===== config.mk =====
export PLATFORM = sky130hd
export DESIGN_NAME = sha_padder
export DESIGN_NICKNAME = d
export VERILOG_FILES = /design/src/rtl/sha_padder.sv
export SDC_FILE = /design/constraint.sdc
export NUM_CORES = 1
export LEC_CHECK = 0
export ABC_CLOCK_PERIOD_IN_PS = 27000
export BUFFER_PORTS_ARGS = -buffer_cell sky130_fd_sc_hd__buf_2
export CAP_MARGIN = 20
export CORE_MARGIN = 3
export CORE_UTILIZATION = 28
export DETAILED_ROUTE_END_ITERATION = 16
export GPL_ROUTABILITY_DRIVEN = 1
export MAX_ROUTING_LAYER = met4
export PLACE_DENSITY_LB_ADDON = 0.1
export SLEW_MARGIN = 20
export SYNTH_ARGS = -nofsm -noshare
export SYNTH_HDL_FRONTEND = slang
export SYNTH_SLANG_ARGS = --single-unit

===== constraint.sdc =====
create_clock -name clk -period 27 [get_ports clk]
set_input_delay 6.75 -clock clk [delete_from_list [all_inputs] [get_ports clk]]
set_output_delay 6.75 -clock clk [all_outputs]
set_load 0.01 [all_outputs]

===== src/rtl/sha_padder.sv =====
`timescale 1ns/1ps
// SHA-2 message padder: absorbs a byte stream and emits complete padded blocks
// (message | 0x80 | zeros | big-endian bit length), spilling into an extra block when needed.
module sha_padder #(
  parameter int IN_BYTES    = 4,
  parameter int BLOCK_BYTES = 64,
  parameter int LEN_BYTES   = BLOCK_BYTES / 8
) (
  input  logic                          clk,
  input  logic                          rst,
  input  logic [8*IN_BYTES-1:0]         din,
  input  logic [$clog2(IN_BYTES+1)-1:0] din_nbytes,
  input  logic                          din_valid,
  input  logic                          din_last,
  output logic                          din_ready,
  output logic [8*BLOCK_BYTES-1:0]      blk_data,
  output logic                          blk_valid,
  output logic                          blk_last,
  input  logic                          blk_ready
);

  localparam int NB_W      = $clog2(IN_BYTES + 1);
  localparam int PTR_W     = $clog2(BLOCK_BYTES + 1);
  localparam int LEN_W     = 8 * LEN_BYTES;
  localparam int CNT_W     = LEN_W - 3;
  localparam int LEN_START = BLOCK_BYTES - LEN_BYTES;

  typedef enum logic [1:0] {ABSORB, PAD, LENB, EMIT} state_t;

  state_t                   state_q, state_d;
  state_t                   ret_q, ret_d;
  logic [PTR_W-1:0]         ptr_q, ptr_d;
  logic [CNT_W-1:0]         bytecnt_q, bytecnt_d;
  logic                     pad_pend_q, pad_pend_d;
  logic                     last_q, last_d;
  logic [8*BLOCK_BYTES-1:0] data_q, data_d;

  logic [NB_W-1:0]  n_eff;
  logic [PTR_W-1:0] ptr_inc;
  logic [PTR_W-1:0] ptr_sum;
  logic [PTR_W-1:0] pad_ptr;
  logic             in_fire;
  logic             short_pad;
  logic [LEN_W-1:0] len_bits;

  assign din_ready = (state_q == ABSORB);
  assign blk_valid = (state_q == EMIT);
  assign blk_last  = last_q;
  assign blk_data  = data_q;

  assign in_fire   = din_valid && (state_q == ABSORB);
  assign n_eff     = (din_nbytes > NB_W'(IN_BYTES)) ? NB_W'(IN_BYTES) : din_nbytes;
  assign ptr_inc   = din_last ? PTR_W'(n_eff) : PTR_W'(IN_BYTES);
  assign ptr_sum   = ptr_q + ptr_inc;
  // After a full-block last beat the buffer was cleared, so padding restarts at byte 0.
  assign pad_ptr   = pad_pend_q ? '0 : ptr_q;
  assign short_pad = (pad_ptr < PTR_W'(LEN_START));
  assign len_bits  = {bytecnt_q, 3'b000};

  always_ff @(posedge clk or posedge rst) begin
    if (rst) begin
      state_q    <= ABSORB;
      ret_q      <= ABSORB;
      ptr_q      <= '0;
      bytecnt_q  <= '0;
      pad_pend_q <= 1'b0;
      last_q     <= 1'b0;
      data_q     <= '0;
    end else begin
      state_q    <= state_d;
      ret_q      <= ret_d;
      ptr_q      <= ptr_d;
      bytecnt_q  <= bytecnt_d;
      pad_pend_q <= pad_pend_d;
      last_q     <= last_d;
      data_q     <= data_d;
    end
  end

  always_comb begin
    state_d    = state_q;
    ret_d      = ret_q;
    ptr_d      = ptr_q;
    bytecnt_d  = bytecnt_q;
    pad_pend_d = pad_pend_q;
    last_d     = last_q;
    unique case (state_q)
      ABSORB: begin
        if (in_fire) begin
          ptr_d     = ptr_sum;
          bytecnt_d = bytecnt_q + CNT_W'(ptr_inc);
          if (ptr_sum == PTR_W'(BLOCK_BYTES)) begin
            state_d    = EMIT;
            last_d     = 1'b0;
            ret_d      = din_last ? PAD : ABSORB;
            pad_pend_d = din_last;
          end else if (din_last) begin
            state_d = PAD;
          end
        end
      end
      PAD: begin
        state_d    = EMIT;
        pad_pend_d = 1'b0;
        last_d     = short_pad;
        ret_d      = short_pad ? ABSORB : LENB;
      end
      LENB: begin
        state_d = EMIT;
        last_d  = 1'b1;
        ret_d   = ABSORB;
      end
      EMIT: begin
        if (blk_ready) begin
          state_d = ret_q;
          ptr_d   = '0;
          last_d  = 1'b0;
          if (last_q) begin
            bytecnt_d  = '0;
            pad_pend_d = 1'b0;
          end
        end
      end
      default: state_d = ABSORB;
    endcase
  end

  // Byte gi of the block lives at data_q[8*(BLOCK_BYTES-1-gi) +: 8] (first byte is MSB).
  for (genvar gi = 0; gi < BLOCK_BYTES; gi++) begin : g_byte
    localparam int  SLOT_BASE = (gi / IN_BYTES) * IN_BYTES;
    localparam int  LANE      = gi % IN_BYTES;
    localparam bit  IS_LEN    = (gi >= LEN_START);

    logic [7:0] cur;
    logic [7:0] len_byte;
    logic [7:0] nxt;

    assign cur = data_q[8*(BLOCK_BYTES-1-gi) +: 8];

    if (IS_LEN) begin : g_len
      assign len_byte = len_bits[8*(BLOCK_BYTES-1-gi) +: 8];
    end else begin : g_nolen
      assign len_byte = 8'h00;
    end

    always_comb begin
      nxt = cur;
      unique case (state_q)
        ABSORB: begin
          if (in_fire && (ptr_q == PTR_W'(SLOT_BASE)) && (!din_last || (int'(n_eff) > LANE)))
            nxt = din[8*(IN_BYTES-1-LANE) +: 8];
        end
        PAD: begin
          if (PTR_W'(gi) == pad_ptr)
            nxt = 8'h80;
          else if (PTR_W'(gi) > pad_ptr)
            nxt = (short_pad && IS_LEN) ? len_byte : 8'h00;
        end
        LENB: nxt = len_byte;
        EMIT: begin
          if (blk_ready)
            nxt = 8'h00;
        end
        default: nxt = cur;
      endcase
    end

    assign data_d[8*(BLOCK_BYTES-1-gi) +: 8] = nxt;
  end

endmodule


==> flow_metrics.env <==
export IMPL_outcome="complete, no violations"
export IMPL_crit_type="in -> reg"
export IMPL_area_delta_synth_final_pct=25.8
export IMPL_yosys_warnings=0
export IMPL_ctsResizeCount=0
export IMPL_worstHoldPathType="reg -> reg"
export IMPL_coreArea_um2=87700
export IMPL_finalSetupViolCount=0
export IMPL_fmax_mhz=107
export IMPL_crit_required_ns=27.47
export IMPL_final_util=0.359
export IMPL_clock_latency_ns=0.61
export IMPL_clock_sinks=586
export IMPL_dpl_cell_count=3851
export IMPL_port_buffers=554
export IMPL_final_nets=2822
export IMPL_vdd_ir_drop_worst_uv=52.4
export IMPL_synth_distinct_cells=65
export IMPL_die_h_um=305
export IMPL_initial_core_util=0.285
export IMPL_ios=555
export IMPL_finalSetupTns_ns=0
export IMPL_p_leak_nw=15.9
export IMPL_htreeDepth=3
export IMPL_worstMarginPinSlew_ns=1.09
export IMPL_layout_common_cells="dfrtp_1 (586), buf_2 (554), mux2_2 (287)"
export IMPL_clock_path_buffers=3
export IMPL_root_buffer="clkbuf_16"
export IMPL_synth_async_reset_ratio=1.00
export IMPL_grt_pass1_vias=20190
export IMPL_syn_avg_cell_area_um2=11.2
export IMPL_drv_slew=0
export IMPL_finalHoldViolations=0
export IMPL_routed_via_density=4.99
export IMPL_critPathMaxFanout=6
export IMPL_die_area_um2=93000
export IMPL_grt_pass1_wl_mm=144
export IMPL_drive_gt1_frac=0.364
export IMPL_seq_area_frac_synth=0.586
export IMPL_drt_initial_drc_count=1265
export IMPL_slew_headroom=0.272
export IMPL_routed_wl_mm=98.1
export IMPL_drc=0
export IMPL_synth_edff_count=0
export IMPL_drv_cap=0
export IMPL_dominantRegCellSynth="dfrtp_1"
export IMPL_rsz0062_at_grt="false"
export IMPL_p_per_area_nw_per_um2=130
export IMPL_fin_cells=3986
export IMPL_vias=19893
export IMPL_hold_slack_ns=0.473
export IMPL_firstDrtPassIters=7
export IMPL_cts_setup_buffers=0
export IMPL_arrival_ns=9.81
export IMPL_gp_congestion=0.891
export IMPL_crit_path_start_kind="input pin"
export IMPL_rows=108
export IMPL_grt_overflow=0
export IMPL_ant_nets=0
export IMPL_critPathCaptureType="flop"
export IMPL_syn_area_um2=25000
export IMPL_worst_clock_skew_ns=0.0229
export IMPL_final_common_cell="dfrtp_1"
export IMPL_hold_buffers=0
export IMPL_pre_cts_slack_ns=17.09
export IMPL_grt_max_degree=171
export IMPL_setup_ws_ns=17.66
export IMPL_cts_made_buffers=71
export IMPL_post_route_period_util=0.346
export IMPL_antenna_found_initial=7
export IMPL_synthCells=2225
export IMPL_die_w_um=305
export IMPL_path_clk_slew_ns=0.06
export IMPL_routedWlPerCell_um=24.6
export IMPL_synth_seq_cells=586
export IMPL_place_hpwl_mm=73.9
export IMPL_grt_use_total=0.213
export IMPL_syn_num_nets=2276
export IMPL_cts_tree="built"
export IMPL_period_minus_slack_ns=9.34
[sequential cells by signal, indices dropped and copies added (netlist names)]
name / flops
blk_data: 512
bytecnt_q: 61
ptr_q: 7
ret_q: 2
state_q: 2
blk_last: 1
pad_pend_q: 1
[synth_stat cells, types with 3 or more instances]
cell type,n,area (um2)
a21oi_1,170,851
or3_1,15,93.8
o311ai_0,3,26.3
dfrtp_1,586,14700
o31ai_1,6,45.0
or4_1,3,22.5
xor2_1,35,307
o21ai_0,207,1040
ha_1,11,138
buf_2,3,15.0
o21ai_1,3,15.0
nor2_1,171,642
and4b_1,3,30.0
xnor2_1,17,149
a22o_1,7,61.3
a21o_1,7,52.6
clkbuf_1,99,372
nor2b_1,15,93.8
nand2_1,231,867
and3_1,17,106
a211o_1,3,26.3
nand3_1,56,280
nand4_1,23,144
o211ai_1,26,195
mux2_2,287,3230
o21a_1,28,210
nor3_1,25,125
buf_1,11,41.3
and4_1,10,87.6
nand2b_1,6,37.5
mux2i_1,4,40.0
nor3_2,23,230
nor4_1,6,37.5
and2_1,25,156
and2_0,16,100
inv_1,19,71.3
a31oi_1,12,75.1
[worst paths after layout]
check,from,to,slack [ns],cells past startpoint
setup / recovery,din_last,blk_last,17.66,11
hold / removal,blk_data[486],blk_data[486],0.47,2
setup reg to reg,state_q[0],blk_data[269],22.36,9
hold reg to reg,blk_data[486],blk_data[486],0.47,2
max in group asynchronous,rst,blk_data[398],18.23,4
min in group asynchronous,rst,blk_data[304],6.32,2
[per-stage QoR]
stage | instance area [um2] | total power, mW
floorplan | 25000 | 2.35
global placement | 29100 | 3.17
detailed placement | 29100 | 3.19
CTS | 31400 | 4.16
global route | 31500 | 4.35
finish | 31500 | 4.10
[kinds of logic (layout without fill, tap and decap cells)]
logic type / after synthesis / count (layout) / synth area share
other: 0 / 6 / 0
xor gates and xnor gates: 52 / 52 / 0.0182
buffers and inverters: 134 / 734 / 0.0206
AOI/OAI and AO/OA: 496 / 496 / 0.113
muxes: 291 / 291 / 0.131
DFF: 586 / 586 / 0.586
and+or+nand+nor: 654 / 654 / 0.125
adders and majority gates: 12 / 12 / 0.00590
[final cells by class]
cell class | instances | area [um2]
well taps | 1155 | 1450
inverters | 20 | 82.6
clock inverters | 21 | 148
fillers | 8961 | 56200
flip-flops and latches | 586 | 14700
clock buffers | 106 | 2160
multi-input cells | 1505 | 9920
repair buffers | 587 | 3040
diodes | 6 | 15.0
[per-layer routing]
| layer | vias to the layer above | global-route usage | share of wire |
|---|---|---|---|
| met1 | 10084 | 0.258 | 0.41 |
| met3 | 134 | 0.0567 | 0.075 |
| met5 | - | - | 0 |
| met4 | 0 | 0.0569 | 0.025 |
| li1 | 8988 | - | - |
| met2 | 687 | 0.350 | 0.49 |
[critical path, cell delays in order]
cell and delay, ns:
buf_2 0.13, nor2b_1 0.29, inv_1 0.11, ha_1 0.35, or3b_1 0.36, or4_1 0.39
o41ai_1 0.08, a311oi_1 0.14, or4_4 0.61, a21oi_1 0.23, mux2_2 0.36
[power breakdown]
group / total, mW / switching [mW] / internal [mW] / leakage [nW]
clock network: 0.941 / 0.386 / 0.555 / 1.13
logic: 1.77 / 1.14 / 0.631 / 6.87
registers: 1.39 / 0.186 / 1.20 / 7.88
Note: power is estimated with default switching activity, not from simulation.
